<file path="config.mk">
export PLATFORM = sky130hd
export DESIGN_NAME = mem_store_unit
export DESIGN_NICKNAME = d
export VERILOG_FILES = /design/src/rtl/mem_store_unit_pkg.sv /design/src/rtl/mem_store_unit_aligner.sv /design/src/rtl/mem_store_unit.sv
export SDC_FILE = /design/constraint.sdc
export NUM_CORES = 1
export LEC_CHECK = 0
export ABC_AREA = 1
export ABC_CLOCK_PERIOD_IN_PS = 3150
export CAP_MARGIN = 0
export CORE_ASPECT_RATIO = 0.6
export CORE_MARGIN = 2
export CORE_UTILIZATION = 35
export CTS_CLUSTER_SIZE = 10
export DETAILED_ROUTE_END_ITERATION = 10
export PLACE_DENSITY_LB_ADDON = 0.15
export SLEW_MARGIN = 20
export SYNTH_ARGS = -nofsm -noshare
export SYNTH_HDL_FRONTEND = slang
export SYNTH_SLANG_ARGS = --single-unit
</file>
<file path="constraint.sdc">
create_clock -name clk -period 3.15 [get_ports clk]
set_input_delay 0.4725 -clock clk [delete_from_list [all_inputs] [get_ports clk]]
set_output_delay 0.4725 -clock clk [all_outputs]
set_load 0.1 [all_outputs]
</file>
<file path="src/rtl/mem_store_unit_pkg.sv">
// Shared encodings for the memory-stage store unit.
package mem_store_unit_pkg;

    localparam int unsigned XLEN = 32;
    localparam int unsigned BE_W = 4;
    localparam int unsigned ST_W = 3;

    // Store type encodings from the memory-stage decode; 4-7 behave as none.
    typedef enum logic [ST_W-1:0] {
        ST_NONE = 3'd0,
        ST_SW   = 3'd1,
        ST_SH   = 3'd2,
        ST_SB   = 3'd3
    } store_type_e;

    // One-entry write buffer state.
    typedef enum logic {
        S_EMPTY = 1'b0,
        S_FULL  = 1'b1
    } buf_state_e;

    localparam logic [BE_W-1:0] BE_NONE    = 4'b0000;
    localparam logic [BE_W-1:0] BE_WORD    = 4'b1111;
    localparam logic [BE_W-1:0] BE_HALF_LO = 4'b0011;
    localparam logic [BE_W-1:0] BE_HALF_HI = 4'b1100;
    localparam logic [BE_W-1:0] BE_BYTE0   = 4'b0001;

    // Buffered data-memory write request.
    typedef struct packed {
        logic [XLEN-1:0] addr;
        logic [XLEN-1:0] wdata;
        logic [BE_W-1:0] be;
    } dm_req_t;

endpackage

</file>
<file path="src/rtl/mem_store_unit_aligner.sv">
// Combinational byte-enable / lane replication and misalignment detection.
module store_aligner
    import mem_store_unit_pkg::*;
(
    input  logic [ST_W-1:0] store_type_i,
    input  logic [1:0]      addr_lo_i,
    input  logic [XLEN-1:0] data_i,
    output logic            is_store_o,
    output logic            misalign_o,
    output logic [BE_W-1:0] be_o,
    output logic [XLEN-1:0] wdata_o
);

    // Decode the store width into lanes and alignment status.
    always_comb begin
        is_store_o = 1'b0;
        misalign_o = 1'b0;
        be_o       = BE_NONE;
        wdata_o    = '0;
        case (store_type_i)
            ST_SW: begin
                is_store_o = 1'b1;
                misalign_o = (addr_lo_i != 2'b00);
                be_o       = BE_WORD;
                wdata_o    = data_i;
            end
            ST_SH: begin
                is_store_o = 1'b1;
                misalign_o = addr_lo_i[0];
                be_o       = addr_lo_i[1] ? BE_HALF_HI : BE_HALF_LO;
                wdata_o    = {2{data_i[15:0]}};
            end
            ST_SB: begin
                is_store_o = 1'b1;
                be_o       = BE_W'(BE_BYTE0 << addr_lo_i);
                wdata_o    = {4{data_i[7:0]}};
            end
            default: ;
        endcase
    end

endmodule

</file>
<file path="src/rtl/mem_store_unit.sv">
// Memory-stage store unit: one-entry write buffer, misalignment exception, completion counter.
module mem_store_unit
    import mem_store_unit_pkg::*;
#(
    parameter int unsigned CNT_W = 16
) (
    input  logic             clk,
    input  logic             reset,
    input  logic             in_valid,
    input  logic [ST_W-1:0]  in_store_type,
    input  logic [XLEN-1:0]  in_addr,
    input  logic [XLEN-1:0]  in_data,
    input  logic [XLEN-1:0]  in_pc,
    output logic             dm_req_valid,
    input  logic             dm_req_ready,
    output logic [XLEN-1:0]  dm_addr,
    output logic [XLEN-1:0]  dm_wdata,
    output logic [BE_W-1:0]  dm_be,
    output logic             stall,
    output logic             misalign_exc,
    output logic [XLEN-1:0]  exc_pc,
    output logic [CNT_W-1:0] store_cnt
);

    buf_state_e       state_q, state_d;
    dm_req_t          req_q, req_d;
    logic             exc_q, exc_d;
    logic [XLEN-1:0]  exc_pc_q, exc_pc_d;
    logic [CNT_W-1:0] cnt_q, cnt_d;

    logic             al_is_store;
    logic             al_misalign;
    logic [BE_W-1:0]  al_be;
    logic [XLEN-1:0]  al_wdata;

    logic             accept;
    logic             complete;

    store_aligner u_aligner (
        .store_type_i (in_store_type),
        .addr_lo_i    (in_addr[1:0]),
        .data_i       (in_data),
        .is_store_o   (al_is_store),
        .misalign_o   (al_misalign),
        .be_o         (al_be),
        .wdata_o      (al_wdata)
    );

    // Handshake: the buffer is busy only while it holds an unaccepted write.
    assign stall    = (state_q == S_FULL) && !dm_req_ready;
    assign complete = (state_q == S_FULL) && dm_req_ready;
    assign accept   = in_valid && al_is_store && !stall;

    // Next-state: reload on aligned acceptance, drain on completion, flag misaligned stores.
    always_comb begin
        state_d  = state_q;
        req_d    = req_q;
        exc_d    = 1'b0;
        exc_pc_d = exc_pc_q;
        cnt_d    = cnt_q;
        if (complete) begin
            state_d = S_EMPTY;
            cnt_d   = cnt_q + CNT_W'(1);
        end
        if (accept) begin
            if (al_misalign) begin
                exc_d    = 1'b1;
                exc_pc_d = in_pc;
            end else begin
                state_d = S_FULL;
                req_d   = '{addr: {in_addr[XLEN-1:2], 2'b00}, wdata: al_wdata, be: al_be};
            end
        end
    end

    // State and output registers.
    always_ff @(posedge clk or negedge reset) begin
        if (!reset) begin
            state_q  <= S_EMPTY;
            req_q    <= '0;
            exc_q    <= 1'b0;
            exc_pc_q <= '0;
            cnt_q    <= '0;
        end else begin
            state_q  <= state_d;
            req_q    <= req_d;
            exc_q    <= exc_d;
            exc_pc_q <= exc_pc_d;
            cnt_q    <= cnt_d;
        end
    end

    assign dm_req_valid = (state_q == S_FULL);
    assign dm_addr      = req_q.addr;
    assign dm_wdata     = req_q.wdata;
    assign dm_be        = req_q.be;
    assign misalign_exc = exc_q;
    assign exc_pc       = exc_pc_q;
    assign store_cnt    = cnt_q;

endmodule

</file>
# Word-level counts from Yosys, hierarchy flattened
# Cells that the tools add are included.
op_classes:
  addsub: 1
  n_mul: 0
  div: 0
  order_cmp: 0
  eq_ne: 3
  shifts: 1
  mux: 10
  bitwise: 1
  n_reduce_logical: 10
op_table:
  columns: ["operator", "n"]
  rows:
  - ["$pmux 32 s3", 1]
  - ["$add 16x1->16 const B", 1]
  - ["$pmux 4 s3", 1]
  - ["$eq 3x2->1 const B", 2]
  - ["$mux 1", 6]
  - ["$logic_and 1x1->1", 4]
  - ["$mux 4", 1]
  - ["$reduce_and 2->1", 2]
  - ["$shl 1x2->4 const A", 1]
  - ["$eq 3x1->1 const B", 1]
  - ["$reduce_or 3->1", 1]
  - ["$logic_not 1->1", 2]
  - ["$pmux 1 s2", 1]
  - ["$reduce_bool 2->1", 1]
  - ["$not 1->1", 1]
totals:
  regBits: 116
  latchBits: 0
  ram_bits: 0
  romBits: 0
  input_bits: 103
  word_cells: 33
  n_memories: 0

# Logic depth before layout (Yosys ltp)
# Gate-level depths: netlist of the first run.
logic_depth:
  depth_word: 6
  mapped_depth: 9

# Modules after synthesis
# A second synthesis of the first run with hierarchy kept.
unflattened:
  hier_cells: 652
  hier_area_um2: 5342.6
modules_own_cells:
  columns: ["mod", "n_inst", "cells_per_inst", "area_per_inst_um2", "seq_area_each_um2"]
  rows:
  - ["mem_store_unit", 1, 526, 4723.3, 2902.8]
  - ["store_aligner", 1, 126, 619.3, 0.0]

# Worst setup path after synthesis of the first run
# OpenSTA, ideal clock, no wires.
synth_path:
  kind: "register to output"
  start: "register state_q, in the netlist dm_req_valid"
  end: "output port stall"
  arrival_ns: 1.753
  required_ns: 2.677
  path_slack_ns: 0.924
  path_stages_with_launch: 3
  n_path_buf: 0
  path_cell_list: "dfrtp_1 -> nand2_1 -> inv_1"
synth_via:
  elab_chain_cells: 1
synth_rtl:
  columns: ["element", "line", "rtl"]
  rows:
  - ["start: declaration", "mem_store_unit.sv:25", "buf_state_e state_q, state_d;"]
  - ["start signal: assignment", "mem_store_unit.sv:85", "state_q <= state_d;"]
  - ["$logic_and 1x1->1", "mem_store_unit.sv:50", "assign stall = (state_q == S_FULL) && !dm_req_ready;"]
  - ["end: declaration", "mem_store_unit.sv:19", "output logic stall,"]
# No other way between the ends.

# Worst setup path in the final report of the first run
layout_path:
  start: "input port in_store_type[1]"
  end: "register req_q, in the netlist dm_wdata[8]"
layout_via:
  elab_chain_cells: 6
  word_cells_on_any_way: 11
  cone_classes: "eq/ne: 3; mux: 3; bitwise: 1; reduce/logical: 4"
layout_rtl:
  columns: ["element", "line", "rtl"]
  rows:
  - ["start: declaration", "mem_store_unit.sv:10", "input logic [ST_W-1:0] in_store_type,"]
  - ["$eq 3x1->1 / $eq 3x2->1 (equally long branches)", "mem_store_unit_aligner.sv:20", "case (store_type_i)"]
  - ["$reduce_or 3->1 (no source line)", null, null]
  - ["$mux 1", "mem_store_unit_aligner.sv:20", null]
  - ["$logic_and 1x1->1 (2 in a row)", "mem_store_unit.sv:52", "assign accept = in_valid && al_is_store && !stall;"]
  - ["$reduce_and 2->1 (no source line)", null, null]
  - ["end signal: assignment", "mem_store_unit.sv:86", "req_q <= req_d;"]
  - ["end: declaration", "mem_store_unit.sv:26", "dm_req_t req_q, req_d;"]
# Several ways; a longest one is shown, not always the timed one.
# A chain may end at the register's enable or synchronous reset.

==> flow_summary_export.csv, run 1 <==
group,metric,value,unit
clock_network,root_buffer,"clkbuf_16",
global_routing,grt_pass1_wl,23.56,mm
clock_network,hold_buffers,0,
setup_path,worst_setup_path_start_kind,"input port",
power_and_ir_drop,peakVddDrop,0.0006372,V
yosys,yosys-mux-area-fraction,0.002211,
yosys,ys_ff_latch,116,
floorplan,io_pins,222,
place,post-place-ws,634.7,ps
worst_hold_path,min_path_type,"input port to asynchronous set/reset pin",
global_routing,grt_start_max_net_pins,84,
floorplan,num_rows,34,
setup_path,reg2reg_to,"dm_wdata[8]$_DFFE_PN0P_",
yosys,seq_area_frac_synth,0.5700,
route,drt_iter0_markers,261,
clock_network,postCtsSetupBuffers,0,
timing,drv_slew,0,
clock_network,ctsResizeCount,0,
timing,finalHoldViolations,0,
power_and_ir_drop,leakage,4.061,nW
route,drtPass1Iterations,4,
outcome,status,"finished, final reports clean",
floorplan,core,0.01434,mm²
timing,skew,7.607,ps
cells_and_area,n_antenna_cell,0,
timing,max-slew-margin-rel,0.4067,
yosys,synth.distinct_cells,27,
place,postPlaceCellArea,0.007139,mm²
clock_network,clock_latency,400,ps
yosys,synth_top_area_share,0.5700,
timing,setup_tns,0,ps
yosys,synth_edf_count,0,
run,maxCapViolCount,0,
setup_path,r2r_setup_slack,1350,ps
power_and_ir_drop,p_int,3.710,mW
clock_network,clk_pin_slew,60,ps
setup_path,crit_path_end,"dm_wdata[8]$_DFFE_PN0P_",
place,gp_congestion,0.8160,
route,dr_total_vias,4711,
yosys,yosys.area.top_type,"dfrtp_1",
timing,worst_slack,1102,ps
yosys,synth-adder-area-share,0.002457,
power_and_ir_drop,fin_total_pwr,7.211,mW
yosys,yosysWarningCount,0,
setup_path,worstPathMaxFanout,50,
power_and_ir_drop,switching_share,0.4855,
cells_and_area,final_util,0.5415,
global_routing,met1_usage,0.2526,
yosys,synth_xor_area_frac,0.01548,
floorplan,die_w,159.7,µm
power_and_ir_drop,clkPwrFrac,0.280,
route,ant_nets,0,
global_routing,overflow,0,
timing,setup_viol,0,
cells_and_area,final_common_cell,"nand2_1",
yosys,synth_top_family_by_area,"simple AND/OR/NAND/NOR gates",
cells_and_area,fillers,1315,
global_routing,grtUsageTotal,0.1921,
cells_and_area,multi_input_area,0.001906,mm²
yosys,synth-main-ff-cell,"dfrtp_1",
yosys,syn_area,0.005092,mm²
cells_and_area,fin_nets,930,
setup_path,r2r_cells,7,
global_routing,top_usage_layer,"met2",
setup_path,crit_required,3480,ps
timing,fmaxAchievable,0.4883,GHz
yosys,synth_compound_area_frac,0.03391,
power_and_ir_drop,power_switching,3.501,mW
clock_network,cts_buffer_depth,2,
power_and_ir_drop,pwr_density_cell,929.0,mW/mm²
clock_network,h-tree-depth,4,
setup_path,r2r_start,"dm_req_valid$_DFF_PN0_",
cells_and_area,layout-drive-gt1-share,0.2110,
floorplan,die-area,0.01556,mm²
setup_path,worstSetupEndpointType,"flip-flop",
timing,finalCritPeriodShare,0.6501,
route,via_per_inst,4.543,
global_routing,met2_usage,0.2950,
floorplan,start_util,0.3552,
place,io_buffers,219,
timing,worst_slew_pin_slew,886.7,ps
cells_and_area,layout_common_cells,"301 x nand2_1, 124 x buf_4, 116 x dfrtp_1",
clock_network,clkSinkCount,116,
timing,finalCriticalPeriod,2048,ps
yosys,synth_area_leaders,"dfrtp_1 57%, nand2_1 22%, nand3_1 5.8%",
clock_network,cts_tree,"built",
clock_network,cts_buffers,17,
yosys,async_flop_share,1.000,
route,route.detailed.drc,0,
setup_path,worstSetupStartpoint,"in_store_type[1]",
cells_and_area,final_area,0.007762,mm²
floorplan,die_h,97.44,µm
global_routing,antenna_found_initial,0,
place,place_hpwl,10.41,mm
cells_and_area,regArea,0.002903,mm²
timing,rsz0062_at_grt,"false",
yosys,avgSynthCellArea,8.376,µm²
setup_path,critPathKind,"input port to flip-flop",
power_and_ir_drop,combPwrFrac,0.446,
global_routing,met3_usage,0.07554,
route,post_drt_wl_per_cell,13.89,µm
route,routed_wl,14.40,mm
yosys,yosys.area_share.simple,0.3172,
setup_path,crit_arrival,2380,ps
global_routing,grt_pass1_vias,4697,
yosys,synth_cells,608,
cells_and_area,syn_to_final_growth,52.43,%
power_and_ir_drop,seqPwrFrac,0.274,
## sequential cells by signal (all words and copies together), names as in the netlist
name / flops
dm_wdata: 32
dm_be: 4
dm_req_valid: 1
misalign_exc: 1
exc_pc: 32
store_cnt: 16
dm_addr: 30
## critical path, stage by stage
cell and delay, ps:
clkdlybuf4s50_1 510, nand2_2 230, nor2_2 60, nand2_1 130
nand3_4 110, inv_2 630, nand2_1 150, nand2_1 100
## cell usage after synthesis, types with 3 or more instances
library cell    n
a21oi_1         8
nor2_1         21
o21ai_1         7
xor2_1          4
inv_1          25
nor3_1          3
xnor2_1         5
nand3_1        59
o21ai_2        10
buf_6           8
clkbuf_1        4
buf_2          14
dfrtp_1       116
nand4_1         6
nand2_1       301
## metal layers
layer  part of all wire  vias up
met5                  0        -
met4              0.011        0
met3              0.087       13
met2               0.45      160
met1               0.45     2200
li1                   -     2338
## power by group through the flow
stage               logic, mW  registers, mW  clock network [mW]
CTS                      3.24           1.97                2.07
detailed placement       3.24           1.99                   0
floorplan               0.358           4.07                   0
global placement         3.23           1.99                   0
finish                   3.22           1.97                2.02
global route             3.34           2.01                2.14
## worst min path at each step
stage / from / to
6_report: reset / dm_addr[12]$_DFFE_PN0P_
5_1_grt: reset / dm_addr[10]$_DFFE_PN0P_
4_1_cts: reset / dm_addr[12]$_DFFE_PN0P_
3_5_place_dp: exc_pc[15]$_DFFE_PN0P_ / exc_pc[15]$_DFFE_PN0P_
3_3_place_gp: exc_pc[31]$_DFFE_PN0P_ / exc_pc[31]$_DFFE_PN0P_
2_1_floorplan: reset / dm_addr[10]$_DFFE_PN0P_
## logic make-up (layout without fill, tap and decap cells)
logic type / after synthesis / in the layout
AO/OA/AOI/OAI: 27 / 27
XOR/XNOR: 9 / 9
adder cells (fa/ha/maj): 1 / 1
buffers and inverters: 56 / 286
flip-flops: 116 / 116
multiplexers: 1 / 1
other: 1 / 2
AND/OR/NAND/NOR: 397 / 397
## cell type report
type                            count  share of cell area
Sequential cell                   116              0.3740
Multi-Input combinational cell    437              0.2455
Clock buffer                       19             0.05835
Timing Repair Buffer              227              0.2553
Inverter                           27             0.01306
Tap cell                          198             0.03191
Clock inverter                     13             0.02192
## per-stage QoR
step | instances | hold slack [ps]
finish | 1037 | 154.5
global route | 1037 | 217.2
CTS | 1037 | 188.4
detailed placement | 1005 | 460.5
global placement | 1005 | 456.1
floorplan | 609 | 176.9
Power figures use the tool's default switching activity.
==> run 2, diff against run 1 <==
- ABC_CLOCK_PERIOD_IN_PS: 3150 -> 1770
- clock period: 3.15 -> 1.77 ns (I/O delays scaled with it)
==> flow_summary_export.csv, run 2 (synthesis gave the netlist of run 1 again) <==
group,metric,value,unit
cells_and_area,final_common_cell,"nand2_1",
place,gp_congestion,0.8544,
cells_and_area,n_antenna_cell,0,
setup_path,worstPathMaxFanout,4,
floorplan,die-area,0.01556,mm²
place,place_inst,1021,
timing,drv_slew,0,
cells_and_area,regArea,0.002919,mm²
cells_and_area,final_cells,1052,
clock_network,cts_buffer_depth,2,
clock_network,h-tree-depth,4,
power_and_ir_drop,pwr_density_cell,1548,mW/mm²
floorplan,io_pins,222,
clock_network,cts_tree,"built",
place,io_buffers,219,
outcome,status,"finished, final reports clean",
run,maxCapViolCount,0,
setup_path,worst_setup_path_start_kind,"flip-flop",
setup_path,worstSetupEndpointType,"output pin",
global_routing,overflow,0,
cells_and_area,layout-drive-gt1-share,0.2330,
cells_and_area,fillers,1235,
worst_hold_path,min_path_type,"input port to asynchronous set/reset pin",
timing,finalCritPeriodShare,0.8847,
timing,rsz0062_at_grt,"false",
timing,setup_tns,0,ps
floorplan,num_rows,34,
floorplan,start_util,0.3552,
clock_network,cts_buffers,17,
cells_and_area,syn_to_final_growth,71.11,%
clock_network,root_buffer,"clkbuf_16",
cells_and_area,final_area,0.008713,mm²
route,post_drt_wl_per_cell,14.46,µm
power_and_ir_drop,fin_total_pwr,13.48,mW
clock_network,clkSinkCount,116,
timing,finalHoldViolations,0,
route,ant_nets,0,
clock_network,postCtsSetupBuffers,0,
global_routing,antenna_found_initial,0,
global_routing,grtUsageTotal,0.2039,
cells_and_area,layout_common_cells,"301 x nand2_1, 107 x dfrtp_1, 101 x clkdlybuf4s50_1",
global_routing,grt_pass1_wl,25.26,mm
power_and_ir_drop,leakage,4.365,nW
floorplan,die_h,97.44,µm
clock_network,clock_latency,400,ps
floorplan,core,0.01434,mm²
setup_path,crit_arrival,1300,ps
power_and_ir_drop,peakVddDrop,0.0008937,V
cells_and_area,fin_nets,947,
timing,finalCriticalPeriod,1566,ps
cells_and_area,multi_input_area,0.001906,mm²
route,route.detailed.drc,0,
place,postPlaceCellArea,0.008127,mm²
route,drtPass1Iterations,5,
setup_path,critPathKind,"flip-flop to output pin",
global_routing,grt_start_max_net_pins,51,
clock_network,clk_pin_slew,50,ps
timing,skew,9.486,ps
route,drt_iter0_markers,244,
floorplan,die_w,159.7,µm
setup_path,crit_required,1500,ps
timing,setup_viol,0,
place,place_hpwl,11.24,mm
timing,fmaxAchievable,0.6386,GHz
global_routing,grt_pass1_vias,4902,
route,via_per_inst,4.602,
route,dr_total_vias,4841,
route,routed_wl,15.22,mm
[run 2: changes by cell type in the layout (fill, tap and decap cells not counted), moves of 5 or more]
cell	previous run	this run
buf_12	2	70
buf_4	124	72
dfrtp_1	116	107
dfrtp_2	0	7
inv_6	5	0
[run 2: final timing paths]
kind,to,from,slack [ps],cells past startpoint
max,stall,dm_req_valid$_DFF_PN0_,200,4
min,dm_addr[17]$_DFFE_PN0P_,reset,310,2
max reg2reg,dm_addr[7]$_DFFE_PN0P_,dm_req_valid$_DFF_PN0_,330,8
min reg2reg,exc_pc[27]$_DFFE_PN0P_,exc_pc[27]$_DFFE_PN0P_,470,2
max in group asynchronous,dm_addr[10]$_DFFE_PN0P_,reset,870,3
min in group clk,dm_addr[8]$_DFFE_PN0P_,in_addr[8],400,3
[run 2: power by group]
group | total [mW] | internal (mW) | switching [mW]
Sequential | 3.66 | 3.19 | 0.475
Clock | 3.35 | 2.16 | 1.19
Combinational | 6.47 | 1.82 | 4.64
[run 2: per-layer routing]
layer	part of all wire	track usage
met5	0	0
met3	0.10	0.08579
met1	0.43	0.2661
met2	0.45	0.3064
met4	0.016	0.06783
[run 2: repair_timing]
| action | CTS | global route |
|---|---|---|
| resized for setup | 0 | 0 |
| hold buffers | 1 | 0 |
| endpoints found under the hold margin | 16 | 0 |
[run 2: per-stage QoR]
step | hold WS [ps] | setup WS [ps] | utilization
finish | 311.6 | 204.1 | 0.6078
global route | 322.5 | 131.4 | 0.6078
CTS | 310.3 | 184.4 | 0.6078
detailed placement | 182.4 | -52.88 | 0.5669
global placement | 171.4 | 2.004 | 0.5669
floorplan | -30.09 | 53.46 | -
[run 2: worst max-delay path, cell delays in order (launching register included)]
cell	delay, ps
dfrtp_2	400
nand2_1	80
buf_4	140
inv_1	100
buf_12	180
[run 2: layout make-up]
type                       instances  area share
inverter                          27     0.01163
clock buffer                      21     0.05399
timing repair buffer             244      0.3400
clock inverter                     9     0.01221
sequential                       116      0.3350
multi-input combinational        437      0.2187
tap                              198     0.02843
==> run 3, diff against run 2 <==
--- a/constraint.sdc
+++ b/constraint.sdc
@@ -3,2 +3,2 @@
 set_output_delay 0.2655 -clock clk [all_outputs]
-set_load 0.1 [all_outputs]
+set_load 0.01 [all_outputs]
==> flow_summary_export.csv, run 3 (synthesis gave the netlist of run 1 again) <==
group,metric,value,unit
floorplan,die_h,97.44,µm
cells_and_area,layout_common_cells,"301 x nand2_1, 217 x clkdlybuf4s50_1, 116 x dfrtp_1",
floorplan,io_pins,222,
clock_network,root_buffer,"clkbuf_16",
global_routing,overflow,0,
route,route.detailed.drc,0,
clock_network,clkSinkCount,116,
floorplan,core,0.01434,mm²
cells_and_area,final_cells,1052,
setup_path,critPathKind,"flip-flop to output pin",
power_and_ir_drop,peakVddDrop,0.0005571,V
setup_path,cp_cell_sequence,"clkdlybuf4s50_1",
place,place_inst,1018,
route,drtPass1Iterations,4,
cells_and_area,fin_nets,945,
power_and_ir_drop,pwr_density_cell,1156,mW/mm²
clock_network,h-tree-depth,4,
timing,rsz0062_at_grt,"false",
place,place_hpwl,10.74,mm
cells_and_area,final_common_cell,"nand2_1",
setup_path,worst_setup_path_start_kind,"flip-flop",
route,routed_wl,15.02,mm
place,io_buffers,219,
timing,finalCritPeriodShare,0.9421,
floorplan,num_rows,34,
global_routing,grt_pass1_wl,24.66,mm
cells_and_area,final_util,0.5735,
cells_and_area,layout-drive-gt1-share,0.08431,
cells_and_area,fillers,1310,
timing,setup_tns,0,ps
global_routing,grtUsageTotal,0.1976,
run,maxCapViolCount,0,
setup_path,crit_required,1500,ps
route,dr_total_vias,4867,
setup_path,worstPathMaxFanout,4,
clock_network,clk_pin_slew,60,ps
timing,holdWs,398.7,ps
outcome,status,"finished, final reports clean",
cells_and_area,n_antenna_cell,0,
setup_path,path_buf_inv,1,
clock_network,cts_buffers,17,
route,drt_iter0_markers,202,
clock_network,clock_latency,400,ps
cells_and_area,multi_input_area,0.001906,mm²
place,post-place-ws,-69.55,ps
route,via_per_inst,4.626,
power_and_ir_drop,leakage,3.987,nW
setup_path,worstSetupEndpointType,"output pin",
global_routing,antenna_found_initial,0,
floorplan,start_util,0.3552,
place,gp_congestion,0.8247,
global_routing,grt_pass1_vias,5051,
timing,drv_slew,0,
timing,finalHoldViolations,0,
setup_path,crit_family,"buffers and inverters",
clock_network,cts_buffer_depth,2,
worst_hold_path,min_path_type,"input port to flip-flop",
floorplan,die_w,159.7,µm
timing,skew,8.015,ps
timing,worst_slack,102.4,ps
setup_path,cpMaxStageDelayCell,"clkdlybuf4s50_1",
clock_network,cts_tree,"built",
setup_path,crit_path_max_incr_delay,580,ps
floorplan,die-area,0.01556,mm²
global_routing,grt_start_max_net_pins,82,
cells_and_area,syn_to_final_growth,61.45,%
setup_path,crit_arrival,1400,ps
cells_and_area,regArea,0.002903,mm²
route,post_drt_wl_per_cell,14.27,µm
timing,fmaxAchievable,0.5997,GHz
timing,setup_viol,0,
timing,finalCriticalPeriod,1668,ps
route,ant_nets,0,
run 3: cell types whose count changed in the layout (fill, tap and decap cells not counted), moves of 2 or more:
| cell | before | now |
|---|---|---|
| clkdlybuf4s50_1 | 101 | 217 |
| bufinv_16 | 2 | 4 |
| clkbuf_8 | 3 | 1 |
| dfrtp_2 | 7 | 0 |
| dfrtp_4 | 2 | 0 |
| buf_12 | 70 | 6 |
| buf_4 | 72 | 17 |
| dfrtp_1 | 107 | 116 |
run 3: power by group:
part	switching, mW	total [mW]	leakage, nW	internal, mW
Combinational	1.02	2.39	2.21	1.36
Sequential	0.329	3.49	1.48	3.17
Clock	1.23	3.63	0.297	2.40
Total	2.58	9.51	3.99	6.92
run 3: repair_timing:
action | CTS | global route
resized for setup | 1 | 0
endpoints found under the setup margin | 1 | 0
setup buffers | 1 | 0
hold buffers | 1 | 0
hold endpoints to repair | 116 | 0
run 3: per-stage QoR:
step,area (µm²),power (mW)
after floorplan,5096,4.346
after global placement,7580,5.886
after detailed placement,7580,5.933
after CTS,8222,9.637
after global routing,8222,9.998
final,8222,9.507
run 3: cell type report:
cell class | count | area share
multi-input cells | 437 | 0.2318
flip-flops and latches | 116 | 0.3531
inverters | 27 | 0.01233
clock buffers | 20 | 0.05433
well taps | 198 | 0.03013
clock inverters | 12 | 0.02176
repair buffers | 242 | 0.2966
run 3: routing by layer:
metal,share of wire,vias to the layer above,GRT usage
li1,-,2363,-
met4,0.015,0,0.06853
met1,0.44,2305,0.2534
met5,0,-,0
met2,0.45,180,0.3080
met3,0.088,19,0.07426
run 3: path summary, 6_finish.rpt:
path	to	depth (start not counted)	slack, ps	start
worst max-delay path	store_cnt[0]	1	100	store_cnt[0]$_DFFE_PN0P_
worst min-delay path	dm_addr[5]$_DFFE_PN0P_	3	400	in_addr[5]
worst max register to register	dm_addr[13]$_DFFE_PN0P_	8	370	dm_req_valid$_DFF_PN0_
worst min register to register	exc_pc[20]$_DFFE_PN0P_	2	470	exc_pc[20]$_DFFE_PN0P_
max in group asynchronous	store_cnt[0]$_DFFE_PN0P_	3	960	reset
min in group asynchronous	dm_addr[21]$_DFFE_PN0P_	3	410	reset
